File: config.mk
export PLATFORM = sky130hd
export DESIGN_NAME = urv_writeback
export DESIGN_NICKNAME = d
export VERILOG_FILES = /design/src/rtl/urv_writeback_pkg.sv /design/src/rtl/urv_writeback_load_align.sv /design/src/rtl/urv_writeback.sv
export SDC_FILE = /design/constraint.sdc
export NUM_CORES = 1
export LEC_CHECK = 0
export CAP_MARGIN = 20
export CORE_MARGIN = 8
export CORE_UTILIZATION = 25
export CTS_BUF_LIST = sky130_fd_sc_hd__clkbuf_8
export CTS_CLUSTER_SIZE = 8
export DETAILED_ROUTE_END_ITERATION = 8
export PLACE_DENSITY = 0.71
export SKIP_LAST_GASP = 1
export SYNTH_ARGS = -nofsm -noshare
export SYNTH_HDL_FRONTEND = slang
export SYNTH_SLANG_ARGS = --single-unit
File: constraint.sdc
create_clock -name clk_i -period 2 [get_ports clk_i]
set_input_delay 0.4 -clock clk_i [delete_from_list [all_inputs] [get_ports clk_i]]
set_output_delay 0.4 -clock clk_i [all_outputs]
set_load 0.05 [all_outputs]
File: src/rtl/urv_writeback_pkg.sv
// urv_writeback_pkg: shared encodings for the uRV writeback stage.
package urv_writeback_pkg;

    // Result source select carried in the X/W register.
    localparam logic [1:0] RD_SOURCE_ALU      = 2'd0;
    localparam logic [1:0] RD_SOURCE_SHIFTER  = 2'd1;
    localparam logic [1:0] RD_SOURCE_MULTIPLY = 2'd2;
    localparam logic [1:0] RD_SOURCE_LOAD     = 2'd3;

    // Load/store width and sign codes (funct3 of the instruction).
    localparam logic [2:0] LDST_B  = 3'b000;
    localparam logic [2:0] LDST_H  = 3'b001;
    localparam logic [2:0] LDST_L  = 3'b010;
    localparam logic [2:0] LDST_BU = 3'b100;
    localparam logic [2:0] LDST_HU = 3'b101;

    // Exception cause raised by the exception unit on a memory timeout.
    localparam logic [3:0] CAUSE_BUS_ERROR = 4'd5;

    typedef enum logic [1:0] {
        WB_IDLE = 2'd0,
        WB_WAIT = 2'd1,
        WB_HOLD = 2'd2
    } wb_state_t;

endpackage

File: src/rtl/urv_writeback_load_align.sv
// urv_writeback_load_align: extracts a byte/halfword/word from a load word with sign or zero extension.
//   data_i  : raw 32-bit word from memory (or the holding register)
//   addr_i  : low address bits selecting the byte/halfword lane
//   fun_i   : LDST_* width/sign code
//   value_o : formatted result
//   valid_o : fun_i is a legal load code
module urv_writeback_load_align
    import urv_writeback_pkg::*;
(
    input  logic [31:0] data_i,
    input  logic [1:0]  addr_i,
    input  logic [2:0]  fun_i,
    output logic [31:0] value_o,
    output logic        valid_o
);

    logic [7:0]  b;
    logic [15:0] h;

    always_comb begin
        b       = data_i[{addr_i, 3'b000} +: 8];
        h       = addr_i[1] ? data_i[31:16] : data_i[15:0];
        value_o = fun_i == LDST_B  ? {{24{b[7]}}, b}  :
                  fun_i == LDST_BU ? {24'h0, b}       :
                  fun_i == LDST_H  ? {{16{h[15]}}, h} :
                  fun_i == LDST_HU ? {16'h0, h}       : data_i;
        valid_o = fun_i inside {LDST_B, LDST_BU, LDST_H, LDST_HU, LDST_L};
    end

endmodule

File: src/rtl/urv_writeback.sv
// urv_writeback: uRV writeback stage; selects/format the result, drives the RF write port, tracks memory accesses.
//   clk_i, rst_n_i          : clock, asynchronous active-low reset
//   w_stall_i               : global pipeline stall
//   w_stall_req_o           : stall request while a memory access is outstanding
//   x_*_i                   : X/W pipeline register fields plus shifter/multiplier results
//   dm_data_l_i, dm_*_done_i: data-memory load data and completion strobes
//   rf_*_o                  : register-file write port (value doubles as bypass)
//   w_bus_err_o             : one-cycle pulse when a memory access times out
module urv_writeback
    import urv_writeback_pkg::*;
#(
    parameter int g_mem_timeout = 255,
    parameter int g_with_hw_mul = 0
) (
    input  logic        clk_i,
    input  logic        rst_n_i,
    input  logic        w_stall_i,
    output logic        w_stall_req_o,
    input  logic        x_valid_i,
    input  logic        x_load_i,
    input  logic        x_store_i,
    input  logic [2:0]  x_fun_i,
    input  logic [4:0]  x_rd_i,
    input  logic        x_rd_write_i,
    input  logic [1:0]  x_rd_source_i,
    input  logic [31:0] x_rd_value_i,
    input  logic [31:0] x_dm_addr_i,
    input  logic [31:0] x_shifter_rd_value_i,
    input  logic [31:0] x_multiply_rd_value_i,
    input  logic [1:0]  x_ecc_flip_i,
    input  logic [31:0] dm_data_l_i,
    input  logic        dm_load_done_i,
    input  logic        dm_store_done_i,
    output logic [4:0]  rf_rd_o,
    output logic [31:0] rf_rd_value_o,
    output logic        rf_rd_write_o,
    output logic [1:0]  rf_ecc_flip_o,
    output logic        w_bus_err_o
);

    localparam int CW = g_mem_timeout > 0 ? $clog2(g_mem_timeout + 1) : 1;

    wb_state_t     state_q, state_d;
    logic [CW-1:0] cnt_q, cnt_d;
    logic [31:0]   hold_q, hold_d;
    logic [31:0]   ld_value;
    logic          ld_ok, mem_op, done, start, tmo, load_fin;
    logic          unused_addr;

    assign unused_addr = ^x_dm_addr_i[31:2];
    assign mem_op      = x_valid_i & (x_load_i | x_store_i);
    // A load flag wins when both flags are set, so it also picks the matching done.
    assign done        = x_load_i ? dm_load_done_i : dm_store_done_i;
    assign start       = state_q == WB_IDLE && mem_op && !w_stall_i;
    // cnt_q counts completed WAIT cycles, so this fires on the g_mem_timeout-th one; done wins.
    assign tmo         = g_mem_timeout != 0 && state_q == WB_WAIT && !done && cnt_q == CW'(g_mem_timeout - 1);

    urv_writeback_load_align u_align (
        .data_i  (state_q == WB_HOLD ? hold_q : dm_data_l_i),
        .addr_i  (x_dm_addr_i[1:0]),
        .fun_i   (x_fun_i),
        .value_o (ld_value),
        .valid_o (ld_ok)
    );

    always_ff @(posedge clk_i or negedge rst_n_i) begin
        if (!rst_n_i) begin
            state_q <= WB_IDLE;
            cnt_q   <= '0;
            hold_q  <= '0;
        end else begin
            state_q <= state_d;
            cnt_q   <= cnt_d;
            hold_q  <= hold_d;
        end
    end

    always_comb begin
        state_d = state_q;
        cnt_d   = '0;
        hold_d  = hold_q;
        case (state_q)
            WB_IDLE: if (start && !done) state_d = WB_WAIT;
            WB_WAIT: begin
                cnt_d = cnt_q + CW'(1);
                if (done && w_stall_i) begin
                    state_d = WB_HOLD;
                    hold_d  = dm_data_l_i;
                end else if (done || tmo) begin
                    state_d = WB_IDLE;
                    cnt_d   = '0;
                end
            end
            WB_HOLD: if (!w_stall_i) state_d = WB_IDLE;
            default: state_d = WB_IDLE;
        endcase
    end

    // Outputs are gated by rst_n_i so they read zero for the whole reset, not just after an edge.
    always_comb begin
        load_fin      = x_load_i & ((start & done) |
                                    (state_q == WB_WAIT & done & !w_stall_i) |
                                    (state_q == WB_HOLD & !w_stall_i));
        rf_rd_write_o = rst_n_i & x_valid_i & x_rd_write_i & ((!mem_op & !w_stall_i) | (load_fin & ld_ok));
        w_stall_req_o = rst_n_i & ((start & !done) | (state_q == WB_WAIT & !done & !tmo));
        w_bus_err_o   = rst_n_i & tmo;
        rf_rd_o       = rst_n_i ? x_rd_i : '0;
        rf_rd_value_o = !rst_n_i ? '0 :
                        (x_load_i | (x_rd_source_i == RD_SOURCE_LOAD)) ? ld_value :
                        x_rd_source_i == RD_SOURCE_SHIFTER ? x_shifter_rd_value_i :
                        x_rd_source_i == RD_SOURCE_MULTIPLY ? (g_with_hw_mul != 0 ? x_multiply_rd_value_i : '0) :
                        x_rd_value_i;
        rf_ecc_flip_o = rf_rd_write_o ? x_ecc_flip_i : '0;
    end

endmodule
# After elaboration in Yosys (flattened, before gate mapping)
# Index checks and enable logic that the tools add are counted.
[totals]
out_inout_bits = 42
wordCells = 77
in_bits = 181
regBits = 42
[classes]
mux = 21
add_sub_neg = 1
bitwise = 22
shifts = 1
n_reduce_logical = 16
n_eq_ne = 13
[ops]
columns = ["op", "count"]
rows = [
  ["two-way mux 32 bit", 9],
  ["variable part select 32 x 6 -> 8 bit", 1],
  ["two-way mux 8 bit", 3],
  ["AND 1 bit", 16],
  ["two-way mux 16 bit", 1],
  ["two-way mux 2 bit", 5],
  ["adder 8 x 1 -> 8 bit (second input constant)", 1],
  ["== test 8 bit (second input constant)", 1],
  ["== test 2 bit (second input constant)", 3],
  ["== test 3 bit (second input constant)", 2],
  ["logical AND 1 bit", 6],
  ["bitwise OR 1 bit", 6],
  ["case mux 2 bit (3 select lines)", 1],
  ["two-way mux 5 bit", 1],
  ["nonzero test 5 bit", 1],
  ["== test 2 x 1 -> 1 bit (second input constant)", 2],
  ["zero test 1 bit", 4],
  ["== test 3 x 1 -> 1 bit (second input constant)", 1],
  ["== test 3 x 2 -> 1 bit (second input constant)", 1],
  ["zero test 3 bit", 1],
  ["inequality test 3 bit (second input constant)", 1],
  ["AND reduction 3 bit", 1],
  ["zero test 2 bit", 1],
  ["inequality test 2 x 1 -> 1 bit (second input constant)", 1],
  ["4 further kinds", 4],
]

# Depth between registers and ports, before layout
[logic_depth]
depth_word = 12
mapped_depth = 8
depth_no_buf = 6

# Cells and area by module
# From an unflattened synthesis, not the netlist that was laid out.
[hier_totals]
hier_cells = 442
hier_area_um2 = 3962.6
[by_module_without_submodules]
columns = ["module", "cells_each", "area_per_inst_um2", "n_inst", "seq_area_each_um2"]
rows = [
  ["urv_writeback", 322, 3136.8, 1, 1051.0],
  ["urv_writeback_load_align", 120, 825.8, 1, 0.0],
]

# Worst setup path before layout
# Ideal clock, no wire load.
[synth_path]
path_kind = "register -> output"
startpoint = "register state_q[0]"
endpoint = "output port rf_ecc_flip_o[0]"
t_arrival_ns = 2.776
setup_slack_ns = -1.176
t_required_ns = 1.600
path_stages_with_launch = 8
cell_sequence = "dfrtp_1 nand2b_1 buf_2 buf_2 o21ai_0 a31oi_1 nor3_1 and2_1"
[synth_between]
elab_chain_len = 11
[synth_rtl]
columns = ["item", "line", "text"]
rows = [
  ["start, declared", "urv_writeback.sv:43", "wb_state_t state_q, state_d;"],
  ["start signal, assigned", "urv_writeback.sv:72", "state_q <= state_d;"],
  ["zero test 2 bit", "urv_writeback.sv:54", "assign start = state_q == WB_IDLE && mem_op && !w_stall_i;"],
  ["logical AND 1 bit (2 in a row)", "urv_writeback.sv:54", ""],
  ["AND 1 bit", "urv_writeback.sv:101", "load_fin = x_load_i & ((start & done) |"],
  ["bitwise OR 1 bit", "urv_writeback.sv:101", ""],
  ["bitwise OR 1 bit (*)", "urv_writeback.sv:102", "(state_q == WB_WAIT & done & !w_stall_i) |"],
  ["AND 1 bit (*)", "urv_writeback.sv:101", ""],
  ["AND 1 bit (*)", "urv_writeback.sv:104", "rf_rd_write_o = rst_n_i & x_valid_i & x_rd_write_i & ((!mem_op & !w_stall_i) | (load_fin & ld_ok));"],
  ["bitwise OR 1 bit (*)", "urv_writeback.sv:104", ""],
  ["AND 1 bit (*)", "urv_writeback.sv:104", ""],
  ["net rf_rd_write_o", "urv_writeback.sv:36", "output logic rf_rd_write_o,"],
  ["two-way mux 2 bit (*)", "urv_writeback.sv:113", "rf_ecc_flip_o = rf_rd_write_o ? x_ecc_flip_i : '0;"],
  ["end, declared", "urv_writeback.sv:37", "output logic [1:0] rf_ecc_flip_o,"],
]
# Mark *: on every way through the listed nets, which the timed path passes. The rest lies on a longest branch.

# Worst setup path after layout
[layout_path]
startpoint = "register state_q[1]"
endpoint = "output port rf_rd_value_o[17]"
[layout_between]
elab_chain_len = 8
[layout_rtl]
columns = ["item", "line", "text"]
rows = [
  ["== test 2 bit (*)", "urv_writeback.sv:59", ".data_i (state_q == WB_HOLD ? hold_q : dm_data_l_i),"],
  ["two-way mux 32 bit (*)", "urv_writeback.sv:59", ""],
  ["branches (longest 3 deep; another with variable part select 32 x 6 -> 8 bit)", "-", ""],
  ["two-way mux 32 bit (*)", "urv_writeback_load_align.sv:23", "value_o = fun_i == LDST_B ? {{24{b[7]}}, b} :"],
  ["two-way mux 32 bit (*)", "urv_writeback.sv:109", "(x_load_i | (x_rd_source_i == RD_SOURCE_LOAD)) ? ld_value :"],
  ["two-way mux 32 bit (*)", "urv_writeback.sv:108", "rf_rd_value_o = !rst_n_i ? '0 :"],
  ["end, declared", "urv_writeback.sv:35", "output logic [31:0] rf_rd_value_o,"],
]
# Every way passes the cells marked *.

==> impl.org <==
** Setup path
- The critical path is of the reg -> out type.
- Critical Path RT :: between 1500 and 2000 ps
- Critical path launch point :: state_q[1]
- For the worst setup path, the data arrival time is between 2000 and 2500 ps.
- Along the worst path, the maximum fanout reaches 7.
- The number of cells on the worst reg-to-reg path is 5.
- The worst setup path is captured at a primary output.
- In this design, the stage delay of the slowest critical-path cell is ~430 ps.
- The startpoint identified for the worst register-to-register timing path is state_q[1].
- The largest individual stage delay along the critical path comes from the cell dfrtp_1.
- Critical Path Source Type :: register
- Cell-by-cell trace of the critical path :: nand2b_4, mux2_4, a211oi_4, a21oi_4, buf_12, buf_12, a21oi_4, buf_8

** Global route
- The first global-routing pass estimated ~27,000 µm of wire.
- Maximum number of pins on one net before global-route repair :: 35
- Total overflow reported by the global router :: 0
- Antenna violations before repair :: 0
- The number of global-route vias before repair was roughly 5k.
- Global routing used between 15 and 20% of the available tracks across all layers.

** STA
- The worst path uses 134% of the clock period.
- Layout Skew :: between 3 and 4 ps
- Hold is met by between 300 and 400 ps.
- Setup violations remaining at the end of the flow were counted as 37.
- Derived from the worst setup path, the maximum achievable clock frequency is about 370 MHz.
- Shortest clock period the worst path allows after layout :: ~2700 ps
- Setup repair after global routing could not meet its margin everywhere.
- Slew Limit Fails :: 0
- At the pin with the least slew margin, the transition time is 563 ps.
- The worst pin sits at a relative slew slack of just over 60%.
- Number of hold-slack violations in the final timing report :: 0
- Final setup slack of the worst path :: -684 ps

** Clock tree
- Clock latency on the worst-skew pair, taken at its later pin, is about 310 ps.
- In this run the number of H-tree levels came out at 2.
- CTS Buf Count :: 5
- Buffers inserted to repair hold after CTS numbered 0.
- The cell sitting at the root of the clock tree is a clkbuf_8.
- TritonCTS built the clock tree.
- The clock net in this run drives a total of between 40 and 50 sinks.
- Clock-pin slew was measured on the worst setup and hold paths at ~90 ps.
- The clock passes through at most 2 buffers.

** Floorplan
- The region available for standard cell placement spans roughly 15,000 µm².
- Die area :: 19,600 µm²
- Number of primary I/O pins :: 223
- Die extent in x :: between 100 and 150 µm
- For this configuration, the core starts out at a cell density of between 20% and 30%.
- In this run the vertical extent of the chip is 140 µm.
- The initialized floorplan defines 45 standard-cell rows.

** Logic synthesis
- XOR/XNOR share of the synthesized area :: about 1.4%
- Most numerous cell types in the synthesized netlist :: nand2_1 (64), dfrtp_1 (42), o22a_1 (40), nor2b_1 (38), o21ai_0 (34)
- Ranked by total cell area, the synthesized netlist is headed by dfrtp_1 (27%), mux2_2 (9.7%), o22a_1 (9.1%).
- Adder-cell share of the synthesized area :: less than 1%
- In this run, synthesis inferred 0 flip-flops with an integrated enable.
- Most common cell in the netlist :: nand2_1
- Dominant combinational cell family by area after synthesis :: compound AO/OA/AOI/OAI gates
- Counting every net in the synthesized netlist gives 645.
- In this run, distinct cell masters in the synthesized netlist total 47.
- Ys async rst share :: 100%
- Of the total synthesized cell area, the portion taken by AND, OR, NAND and NOR gates is about a fifth.
- In this run, synthesis produced a sequential element count of 42.
- Number of synthesis warnings :: 0
- The synthesized netlist devotes a little over a quarter of its cell area to compound gates.
- For this run, the leading register cell type out of synthesis is dfrtp_1.
- Cell count after synthesis :: approximately 460
- Mean instance size in the synthesized netlist :: ~8.3 µm²
- Cell area after synthesis :: between 3000 and 4000 µm²
- Fraction of the yosys area taken by sequential cells :: 27.4%
- Measured against the total synthesized area, the mux share comes to 17.2%.
- The biggest area contributor in the post-synthesis netlist is dfrtp_1.
- The top cell type by area accounts for 27.4% of the synthesized area.

** Place
- Detailed-placement wirelength estimate :: about 14,000 µm
- The congestion estimate from routability-driven global placement came to 0.869.
- The count of buffers added on input and output ports is 160.

** Drt
- First-pass iteration count of the detailed router :: 5
- Using the TritonRoute via totals, the vias-per-cell ratio works out to 5.14.
- Number of violations reported at the end of detailed-routing iteration 0 :: between 200 and 250
- Dividing the detail-routed wire length by the instance count gives 19.4 µm.
- After detailed routing, the total wire length is roughly 17,000 µm.
- After detailed routing, the number of remaining DRC violations is 0.
- Vias post-DR :: roughly 4.6k
- The count of nets left with antenna violations once routing finished came out at 0.

** Finish
- At the end of the flow, the number of nets in the layout was just under 900.
- N_diodes :: 0
- Area added between synthesis and finish :: 93.2%
- Fraction of layout cells with a size suffix above 1 :: a little over two fifths

** Pwr
- Power spread over the standard cell area amounts to between 500 and 600 nW/µm².
- Worst IR Drop VDD :: ~300 µV
- Total power consumption of the routed design :: about 4.1 mW
- For this design the static power due to leakage is between 3 and 4 nW.

** Flow run
- Max-capacitance violation count :: 0

** Outcome
- Violated checks :: negative setup slack
- Run status :: finished with violations

** Min path
- Hold crit path type :: in -> async
through the flow:
step                instances  setup TNS (ps)  util [%]  setup slack, ps  cell area, µm²
CTS                       889          -21930      47.8             -679            7210
global route              893          -23900      49.1             -735            7410
detailed placement        869          -36010      44.5             -851            6710
floorplan                 462           -8060         -             -292            4280
finish                    893          -21520      49.1             -684            7410
global placement          869          -34950      44.5             -760            6710
flip-flops by register name, summed over array words and instances (netlist names):
register,flops
cnt_q,8
hold_q,32
state_q,2
kinds of logic (layout without fill, tap and decap cells):
family / count (synthesis) / count (layout)
AO/OA/AOI/OAI: 145 / 145
XOR/XNOR: 6 / 6
adder cells (fa/ha/maj): 2 / 2
buffers and inverters: 43 / 285
flip-flops: 42 / 42
multiplexers: 60 / 60
AND/OR/NAND/NOR: 164 / 165
layout make-up:
cell class	count	area [µm²]
fill	1388	7680
sequential	42	1050
multi-input combinational	378	3230
clock inverter	3	37.5
clock buffer	5	68.8
inverter	2	7.51
timing repair buffer	275	2780
tap	188	235
routing by layer:
layer | wire length (µm) | global-route usage, % | vias to the layer above | part of all wire [%]
li1 | - | - | 2154 | -
met1 | 7140 | 20.4 | 2234 | 41
met2 | 8630 | 30.9 | 175 | 50
met3 | 1140 | 4.11 | 28 | 6.6
met4 | 377 | 4.17 | 0 | 2.2
met5 | 0 | 0 | - | 0
report_power, final:
part           total [mW]  internal, mW  switching [mW]  leakage [nW]
combinational        2.09          1.11           0.981          2.47
sequential           1.33          1.14           0.197         0.530
clock               0.687         0.364           0.322        0.0607
total                4.11          2.61            1.50          3.06
placed cells by master, fill, tap and decap left out, types with 6 or more instances in the layout:
master           count
mux2i_2              6
a21oi_4             24
and2_1               6
a32oi_1              6
dfrtp_1             42
dlygate4sd2_1        8
nand2_1             60
o22a_1              40
mux2i_1             16
buf_4              101
nor2_1              12
nor3_4               9
a21oi_2             12
a21oi_1             11
nor3_2               8
clkdlybuf4s50_1    107
buf_6               29
o21ai_0             31
nor2b_1             35
mux2_2              32
buf_12              19
buf_8                6
worst paths after layout:
path	end	slack (ps)
max	rf_rd_value_o[17]	-680
min	hold_q[17]	330
max reg2reg	hold_q[6]	230
min reg2reg	hold_q[25]	510
max in group asynchronous	hold_q[7]	1240
min in group clk_i	hold_q[25]	510
timing repair:
item | in CTS | in global routing
pin swaps | 12 | 15
gates resized for setup | 76 | 38
setup buffers | 11 | 5
cloned | 3 | 0
endpoints found under the setup margin | 37 | 37
critical path, delay by kind of cell (launching register included):
family	cells	cell delay, ps
compound gates	3	580
buf+inv	3	460
flops	1	430
mux	1	340
simple gates	1	150
Power figures use the tool's default switching activity.
